$ cat src/rtl/frame_serializer.sv
// frame_serializer: parallel-to-serial frame transmitter.
// Frame = start bit (0), DATA_WIDTH payload bits, optional parity bit, STOP_BITS stop bits (1).
// A one-deep holding buffer in front of the shift register allows back-to-back frames.
// Optional feature macro: PARITY_EN (adds the PARITY state and parity bit).
module frame_serializer #(
    parameter int DATA_WIDTH = 8,
    parameter int STOP_BITS  = 1,
    parameter int MSB_FIRST  = 0,
    parameter int PARITY_ODD = 0
) (
    input  logic                  clk,
    input  logic                  reset,
    input  logic                  bit_tick,
    input  logic                  data_valid,
    input  logic [DATA_WIDTH-1:0] p_data,
    output logic                  ready,
    output logic                  tx_out,
    output logic                  busy,
    output logic                  frame_done
);

    localparam int CW = $clog2(DATA_WIDTH);
    localparam logic [CW-1:0] LAST_BIT  = CW'(DATA_WIDTH - 1);
    localparam logic          LAST_STOP = 1'(STOP_BITS - 1);

`ifdef PARITY_EN
    typedef enum logic [2:0] {S_IDLE, S_START, S_DATA, S_PARITY, S_STOP} state_t;
    localparam bit PAR_INV = (PARITY_ODD != 0);
`else
    typedef enum logic [2:0] {S_IDLE, S_START, S_DATA, S_STOP} state_t;
    // Parity sense is meaningless without the parity bit.
    localparam bit unused_parity_odd = (PARITY_ODD != 0);
`endif

    state_t                r_state, w_state_nxt;
    logic [DATA_WIDTH-1:0] r_buf;
    logic                  r_buf_full;
    logic [DATA_WIDTH-1:0] r_shift, w_shift_nxt;
    logic [CW-1:0]         r_cnt, w_cnt_nxt;
    logic                  r_stop_cnt, w_stop_nxt;
    logic                  r_tx, w_tx_nxt;
    logic                  r_done, w_done_nxt;
    logic                  w_load;
    logic                  w_accept;
    logic                  w_cur_bit;
    logic [DATA_WIDTH-1:0] w_shift_adv;

    assign ready      = ~r_buf_full;
    assign w_accept   = data_valid & ~r_buf_full;
    assign busy       = (r_state != S_IDLE);
    assign tx_out     = r_tx;
    assign frame_done = r_done;

    // Bit order: the outgoing bit always sits at one end of the shift register.
    assign w_cur_bit   = (MSB_FIRST != 0) ? r_shift[DATA_WIDTH-1] : r_shift[0];
    assign w_shift_adv = (MSB_FIRST != 0) ? {r_shift[DATA_WIDTH-2:0], 1'b0}
                                          : {1'b0, r_shift[DATA_WIDTH-1:1]};

    // Holding buffer: filled on accept, emptied when the FSM loads the shift register.
    // Load needs a full buffer and accept needs an empty one, so they never coincide.
    always_ff @(posedge clk or posedge reset) begin
        if (reset) begin
            r_buf      <= '0;
            r_buf_full <= 1'b0;
        end else if (w_load) begin
            r_buf_full <= 1'b0;
        end else if (w_accept) begin
            r_buf      <= p_data;
            r_buf_full <= 1'b1;
        end
    end

`ifdef PARITY_EN
    logic r_par;

    // Parity is fixed at load time from the payload entering the shift register.
    always_ff @(posedge clk or posedge reset) begin
        if (reset)       r_par <= 1'b0;
        else if (w_load) r_par <= (^r_buf) ^ PAR_INV;
    end
`endif

    // State and line registers; tx_out is driven straight from a flop.
    always_ff @(posedge clk or posedge reset) begin
        if (reset) begin
            r_state    <= S_IDLE;
            r_shift    <= '0;
            r_cnt      <= '0;
            r_stop_cnt <= 1'b0;
            r_tx       <= 1'b1;
            r_done     <= 1'b0;
        end else begin
            r_state    <= w_state_nxt;
            r_shift    <= w_shift_nxt;
            r_cnt      <= w_cnt_nxt;
            r_stop_cnt <= w_stop_nxt;
            r_tx       <= w_tx_nxt;
            r_done     <= w_done_nxt;
        end
    end

    // Next-state and next-line logic; everything advances only on bit_tick.
    always_comb begin
        w_state_nxt = r_state;
        w_shift_nxt = r_shift;
        w_cnt_nxt   = r_cnt;
        w_stop_nxt  = r_stop_cnt;
        w_tx_nxt    = r_tx;
        w_done_nxt  = 1'b0;
        w_load      = 1'b0;
        if (bit_tick) begin
            case (r_state)
                S_IDLE: begin
                    if (r_buf_full) begin
                        w_load      = 1'b1;
                        w_shift_nxt = r_buf;
                        w_tx_nxt    = 1'b0;
                        w_state_nxt = S_START;
                    end
                end
                S_START: begin
                    w_tx_nxt    = w_cur_bit;
                    w_shift_nxt = w_shift_adv;
                    w_cnt_nxt   = '0;
                    w_state_nxt = S_DATA;
                end
                S_DATA: begin
                    if (r_cnt == LAST_BIT) begin
`ifdef PARITY_EN
                        w_tx_nxt    = r_par;
                        w_state_nxt = S_PARITY;
`else
                        w_tx_nxt    = 1'b1;
                        w_stop_nxt  = 1'b0;
                        w_state_nxt = S_STOP;
`endif
                    end else begin
                        w_tx_nxt    = w_cur_bit;
                        w_shift_nxt = w_shift_adv;
                        w_cnt_nxt   = r_cnt + CW'(1);
                    end
                end
`ifdef PARITY_EN
                S_PARITY: begin
                    w_tx_nxt    = 1'b1;
                    w_stop_nxt  = 1'b0;
                    w_state_nxt = S_STOP;
                end
`endif
                S_STOP: begin
                    if (r_stop_cnt == LAST_STOP) begin
                        w_done_nxt = 1'b1;
                        w_cnt_nxt  = '0;
                        w_stop_nxt = 1'b0;
                        if (r_buf_full) begin
                            // Next frame's start bit follows with no idle bit.
                            w_load      = 1'b1;
                            w_shift_nxt = r_buf;
                            w_tx_nxt    = 1'b0;
                            w_state_nxt = S_START;
                        end else begin
                            w_tx_nxt    = 1'b1;
                            w_state_nxt = S_IDLE;
                        end
                    end else begin
                        w_stop_nxt = r_stop_cnt + 1'b1;
                        w_tx_nxt   = 1'b1;
                    end
                end
                default: begin
                    w_state_nxt = S_IDLE;
                    w_tx_nxt    = 1'b1;
                end
            endcase
        end
    end

endmodule
$ cat config.mk
export PLATFORM = sky130hd
export DESIGN_NAME = frame_serializer
export DESIGN_NICKNAME = d
export VERILOG_FILES = /design/src/rtl/frame_serializer.sv
export SDC_FILE = /design/constraint.sdc
export NUM_CORES = 1
export LEC_CHECK = 0
export ABC_AREA = 1
export BUFFER_PORTS_ARGS = -buffer_cell sky130_fd_sc_hd__buf_2
export CELL_PAD_IN_SITES_DETAIL_PLACEMENT = 0
export CELL_PAD_IN_SITES_GLOBAL_PLACEMENT = 2
export CORE_MARGIN = 1.5
export CORE_UTILIZATION = 33
export CTS_CLUSTER_SIZE = 20
export DETAILED_ROUTE_END_ITERATION = 10
export HOLD_SLACK_MARGIN = 0.12
export PLACE_DENSITY = 0.84
export SLEW_MARGIN = 20
export SYNTH_ARGS = -nofsm -noshare
export SYNTH_HDL_FRONTEND = slang
export SYNTH_SLANG_ARGS = --single-unit
$ cat constraint.sdc
create_clock -name clk -period 1.7 [get_ports clk]
set_input_delay 0.34 -clock clk [delete_from_list [all_inputs] [get_ports clk]]
set_output_delay 0.34 -clock clk [all_outputs]
set_load 0.03 [all_outputs]
==> results.yml, run 1 <==
timing:
  worst_slew_pin_slew_ps: 303
  hold_viol: 0
  finalSetupTns_ps: 0
  drv_slew: 0
  skew_ps: 1.35
  fin_crit_sh: 0.947
  relSlewSlack: 0.798
  rsz0062_at_grt: "no"
  hold_slack_ps: 304
  fmax_ghz: 0.621
  finalSetupViolations: 0
  fin_ws_ps: 89.3
  layout_min_cycle_time_ps: 1610
power_and_ir_drop:
  p_per_area_mw_per_mm2: 1830
  sw_frac_of_total: 0.446
  power.share.clock: 0.140
  switching_power_mw: 1.20
  seqPwrFrac: 0.357
  comb_power_share: 0.503
  ir_drop_uv: 545
  intPower_mw: 1.50
  power_mw: 2.70
  p_leak_nw: 0.824
clock_tree:
  clock_latency_ps: 260
  root_buffer: "clkbuf_8"
  cts_tree: "yes"
  numCtsBuffers: 3
  cts.clk_slew.worst_paths_ps: 80
  clockBufferDepth: 2
  postCtsSetupBuffers: 0
  cts.sinks: 24
  htree_levels: 1
route:
  dr.first_iter.drc_count: 13
  drt-wirelength-per-cell_um: 10.3
  avgViaCountPerCell: 4.28
  first_pass_iters: 4
  dr_total_vias: 955
  wl_mm: 2.30
  antenna_left: 0
  drc_errors: 0
logic_synthesis:
  seq_area_frac_synth: 0.471
  postSynthAreaPerCell_um2: 8.20
  netlist.area_leader.share: 0.450
  ys_warn_count: 0
  syn-cell-area_mm2: 0.00128
  synth_cell_types: 23
  syn_nets: 175
  syn_inst: 156
  ys_ff_latch: 24
  synth.area.top_cells: "dfrtp_1 45%, nand2_1 20%, nand3_1 7.4%"
  synth_area_leader_cell: "dfrtp_1"
grt:
  grt_pass1_wl_mm: 4.22
  grt_pass1_vias: 947
  grt_usage: 0.128
  antenna_found_initial: 0
  grt_max_degree: 25
  overflow: 0
finish:
  fin_area_mm2: 0.00148
  num_antenna_cells: 0
  nets: 195
  drive_gt1_frac: 0.206
  fin_util: 0.401
  fin_cells: 223
  areaGrowthSynthToFinish_pct: 15.7
floorplanning:
  ios: 16
  row_count: 22
  initial_core_util: 0.347
  fp.dieH_um: 65.3
  fp.dieW_um: 65.3
  coreArea_mm2: 0.00369
  dieArea_mm2: 0.00426
worst_setup_path:
  crit_type: "register to output port"
  arrival_ps: 1270
  start_kind: "register"
  critPathMaxFanout: 4
  cp-end-kind: "output port"
  crit_required_ps: 1360
placed_design:
  place_congestion: 0.745
  postPlaceCellArea_mm2: 0.00141
  dp_slack_ps: 137
  dp_cells: 218
  port_buffers: 15
  dpl.hpwl_mm: 1.79
worst_hold_path:
  hp-class: "input port to register"
flow_run:
  cap_violations: 0
status:
  status: "complete, no violations"
-- routing by layer --
| metal | up-vias | track usage | share of wire |
|---|---|---|---|
| met4 | 0 | 0.0469 | 0.010 |
| li1 | 526 | - | - |
| met3 | 2 | 0.0257 | 0.042 |
| met2 | 17 | 0.188 | 0.41 |
| met5 | - | 0 | 0 |
| met1 | 410 | 0.186 | 0.54 |
-- Yosys cell counts, drive strengths merged --
library cell,number
a21oi,1
dfstp,1
inv,11
nor3,1
or2,1
dfrtp,23
nand2,73
nand3,19
o21ai,4
ha,7
nand3b,1
clkinv,1
buf,3
nor2,10
-- sequential cells by signal, indices dropped and copies added (netlist names) --
register,count
r_buf_full,1
r_cnt,3
frame_done,1
r_shift,8
r_buf,8
r_state,2
tx_out,1
-- cells by family after synthesis --
| family | synth area share |
|---|---|
| adders and majority gates | 0.0685 |
| and+or+nand+nor | 0.375 |
| buffers and inverters | 0.0519 |
| AOI/OAI and AO/OA | 0.0342 |
| DFF | 0.471 |
-- final timing paths --
kind / slack [ps] / start / depth (start not counted) / end
hold reg to reg: 480 / r_shift[1]$_DFFE_PP0P_ / 2 / r_shift[1]$_DFFE_PP0P_
min in group asynchronous: 650 / reset / 4 / r_cnt[0]$_DFFE_PP0P_
hold / removal: 300 / p_data[1] / 3 / r_buf[1]$_DFFE_PP0P_
setup / recovery: 90 / r_state[0]$_DFFE_PP0P_ / 4 / busy
setup reg to reg: 160 / r_state[0]$_DFFE_PP0P_ / 8 / r_shift[4]$_DFFE_PP0P_
max in group asynchronous: 760 / reset / 4 / tx_out$_DFFE_PP1P_
-- worst max-delay path, cell delays in order (launching register included) --
cell	delay, ps
dfrtp_1	420
inv_1	120
ha_2	240
inv_1	60
buf_2	170
-- cells in the final DEF (no fill, tap or decap) --
master	count
a21oi_4	1
buf_2	15
buf_4	2
clkbuf_8	4
clkinvlp_4	1
dfrtp_1	23
dfstp_2	1
dlygate4sd3_1	1
ha_1	6
ha_2	1
inv_1	10
inv_2	1
nand2_1	69
nand2_2	1
nand2_4	3
nand3_1	19
nand3b_1	1
nor2_1	7
nor2_2	1
nor2_4	1
nor2_8	1
nor3_1	1
o21ai_0	1
o21ai_1	1
o21ai_2	2
or2_4	1
-- power groups by stage --
stage	clock (mW)	sequential, mW	combinational [mW]
detailed placement	0	0.979	1.34
global placement	0	0.977	1.33
global route	0.421	0.994	1.58
CTS	0.393	0.966	1.35
finish	0.379	0.963	1.36
floorplan	0	0.975	1.07
-- area by class of cell --
class	count	area, µm²
Clock buffer	4	55.1
Fill cell	402	2210
Inverter	12	48.8
Multi-Input combinational cell	117	613
Sequential cell	24	602
Tap cell	48	60.1
Timing Repair Buffer	18	100
-- timing repair --
action / 4_1_cts / 5_1_grt
hold endpoints to repair: 23 / 0
gates resized for setup: 0 / 2
hold buffers: 1 / 0
setup endpoints to repair: 0 / 8
Note: power is estimated with default switching activity, not from simulation.
==> inputs of run 2 (changes only) <==
--- a/config.mk
+++ b/config.mk
@@ -9,12 +9,11 @@
 export BUFFER_PORTS_ARGS = -buffer_cell sky130_fd_sc_hd__buf_2
 export CELL_PAD_IN_SITES_DETAIL_PLACEMENT = 0
 export CELL_PAD_IN_SITES_GLOBAL_PLACEMENT = 2
-export CORE_MARGIN = 1.5
 export CORE_UTILIZATION = 33
 export CTS_CLUSTER_SIZE = 20
 export DETAILED_ROUTE_END_ITERATION = 10
 export HOLD_SLACK_MARGIN = 0.12
-export PLACE_DENSITY = 0.84
+export PLACE_DENSITY = 0.87
 export SLEW_MARGIN = 20
 export SYNTH_ARGS = -nofsm -noshare
 export SYNTH_HDL_FRONTEND = slang
==> results.yml, run 2 (synthesized netlist as in run 1, its figures left out) <==
grt:
  antenna_found_initial: 0
  overflow: 0
  grt_busiest_layer: "met2"
  grt_usage: 0.133
  grt_use_met3: 0.0232
  grt_max_degree: 25
  met1_usage: 0.183
  grt_pass1_wl_mm: 4.28
  grt_pass1_vias: 954
  met2_usage: 0.207
power_and_ir_drop:
  p_per_area_mw_per_mm2: 1840
  ir_drop_uv: 668
  power_mw: 2.72
  p_leak_nw: 0.824
worst_setup_path:
  reg2regPathDepth: 8
  critPathMaxFanout: 4
  crit_chain: "inv_1, ha_2, inv_1, buf_2"
  r2r-start: "r_cnt[0]$_DFFE_PP0P_"
  start_kind: "register"
  crit_type: "register to output port"
  arrival_ps: 1290
  rrSetupSlack_ps: 130
  r2r_end: "r_cnt[0]$_DFFE_PP0P_"
  critPathMaxStageDelay_ps: 420
  cp-end-kind: "output port"
  slowest_stage: "dfrtp_1"
  cpMostUsedCell: "inv_1"
  crit_required_ps: 1360
placed_design:
  postPlaceCellArea_mm2: 0.00141
  port_buffers: 15
  dpl.hpwl_mm: 1.78
  place_congestion: 0.796
  dp_cells: 218
floorplanning:
  ios: 16
  initial_core_util: 0.347
  row_count: 22
  coreArea_mm2: 0.00369
  fp.dieW_um: 64.3
  fp.dieH_um: 64.3
  dieArea_mm2: 0.00413
timing:
  layout_min_cycle_time_ps: 1630
  rsz0062_at_grt: "no"
  finalSetupViolations: 0
  fin_crit_sh: 0.960
  worst_slew_pin_slew_ps: 316
  skew_ps: 2.81
  finalSetupTns_ps: 0
  fmax_ghz: 0.613
  drv_slew: 0
  relSlewSlack: 0.789
  hold_slack_ps: 298
  hold_viol: 0
finish:
  num_antenna_cells: 0
  final_common_cell: "nand2_1"
  layout_common_cells: "69 x nand2_1, 23 x dfrtp_1, 19 x nand3_1, 15 x buf_2, 10 x inv_1"
  areaGrowthSynthToFinish_pct: 15.7
  drive_gt1_frac: 0.206
  fin_cells: 223
  nets: 195
  fin_area_mm2: 0.00148
  largestRegisters: "r_buf: 8 flops, r_shift: 8 flops, r_cnt: 3 flops"
route:
  antenna_left: 0
  dr_total_vias: 1007
  drt-wirelength-per-cell_um: 10.9
  wl_mm: 2.42
  avgViaCountPerCell: 4.52
  first_pass_iters: 4
  drc_errors: 0
  dr.first_iter.drc_count: 63
worst_hold_path:
  holdPathStages: 3
  hp-class: "input port to register"
  min_from: "p_data[1]"
  hold_end: "r_buf[1]$_DFFE_PP0P_"
clock_tree:
  clock_latency_ps: 270
  htree_levels: 1
  root_buffer: "clkbuf_8"
  cts.sinks: 24
  numCtsBuffers: 3
  cts_tree: "yes"
  cts.clk_slew.worst_paths_ps: 80
  clockBufferDepth: 2
flow_run:
  cap_violations: 0
status:
  status: "complete, no violations"
## run 2: cell counts in the layout (fill, tap and decap cells not counted)
Identical to the previous run, type by type.
## run 2: worst max-delay path, delay by kind of cell (launching register included)
| kind | cells | cell delay, ps |
|---|---|---|
| adder cells (fa/ha/maj) | 1 | 240 |
| buffers and inverters | 3 | 360 |
| flip-flops | 1 | 420 |
## run 2: how the worst max path moves through the flow
stage                                 from                      to  slack [ps]  cells after the start
floorplan           r_state[0]$_DFFE_PP0P_  r_shift[0]$_DFFE_PP0P_         300                      8
CTS                 r_state[0]$_DFFE_PP0P_                    busy          20                      4
global route        r_state[1]$_DFFE_PP0P_                    busy           2                      4
global placement    r_state[0]$_DFFE_PP0P_  r_shift[0]$_DFFE_PP0P_         170                      7
finish              r_state[0]$_DFFE_PP0P_                    busy          70                      4
detailed placement  r_state[0]$_DFFE_PP0P_  r_shift[0]$_DFFE_PP0P_         140                      7
## run 2: power breakdown
group / switching (mW) / leakage, nW / total, mW / internal (mW)
registers: 0.152 / 0.305 / 0.966 / 0.814
clock network: 0.183 / 0.0288 / 0.390 / 0.207
logic: 0.889 / 0.490 / 1.37 / 0.477
## run 2: area by class of cell
cell class | instances | area [µm²]
timing repair buffer | 18 | 100
multi-input combinational | 117 | 613
sequential | 24 | 602
inverter | 12 | 48.8
tap | 48 | 60.1
fill | 399 | 2210
clock buffer | 4 | 55.1
## run 2: per-stage QoR
| step | setup WS [ps] | util |
|---|---|---|
| final | 68.3 | 0.401 |
| after global routing | 2.07 | 0.401 |
| after CTS | 22.3 | 0.399 |
| after detailed placement | 135 | 0.382 |
| after global placement | 173 | 0.382 |
| after floorplan | 300 | - |
## run 2: repair_timing
action,in CTS,in global routing
gates resized for setup,0,2
hold buffers,1,0
setup endpoints to repair,0,7
endpoints found under the hold margin,23,0
buffers inserted,0,0
## run 2: layer usage
| metal | share of wire | vias to the layer above |
|---|---|---|
| li1 | - | 524 |
| met1 | 0.51 | 459 |
| met2 | 0.44 | 19 |
| met3 | 0.033 | 5 |
| met4 | 0.016 | 0 |
| met5 | 0 | - |
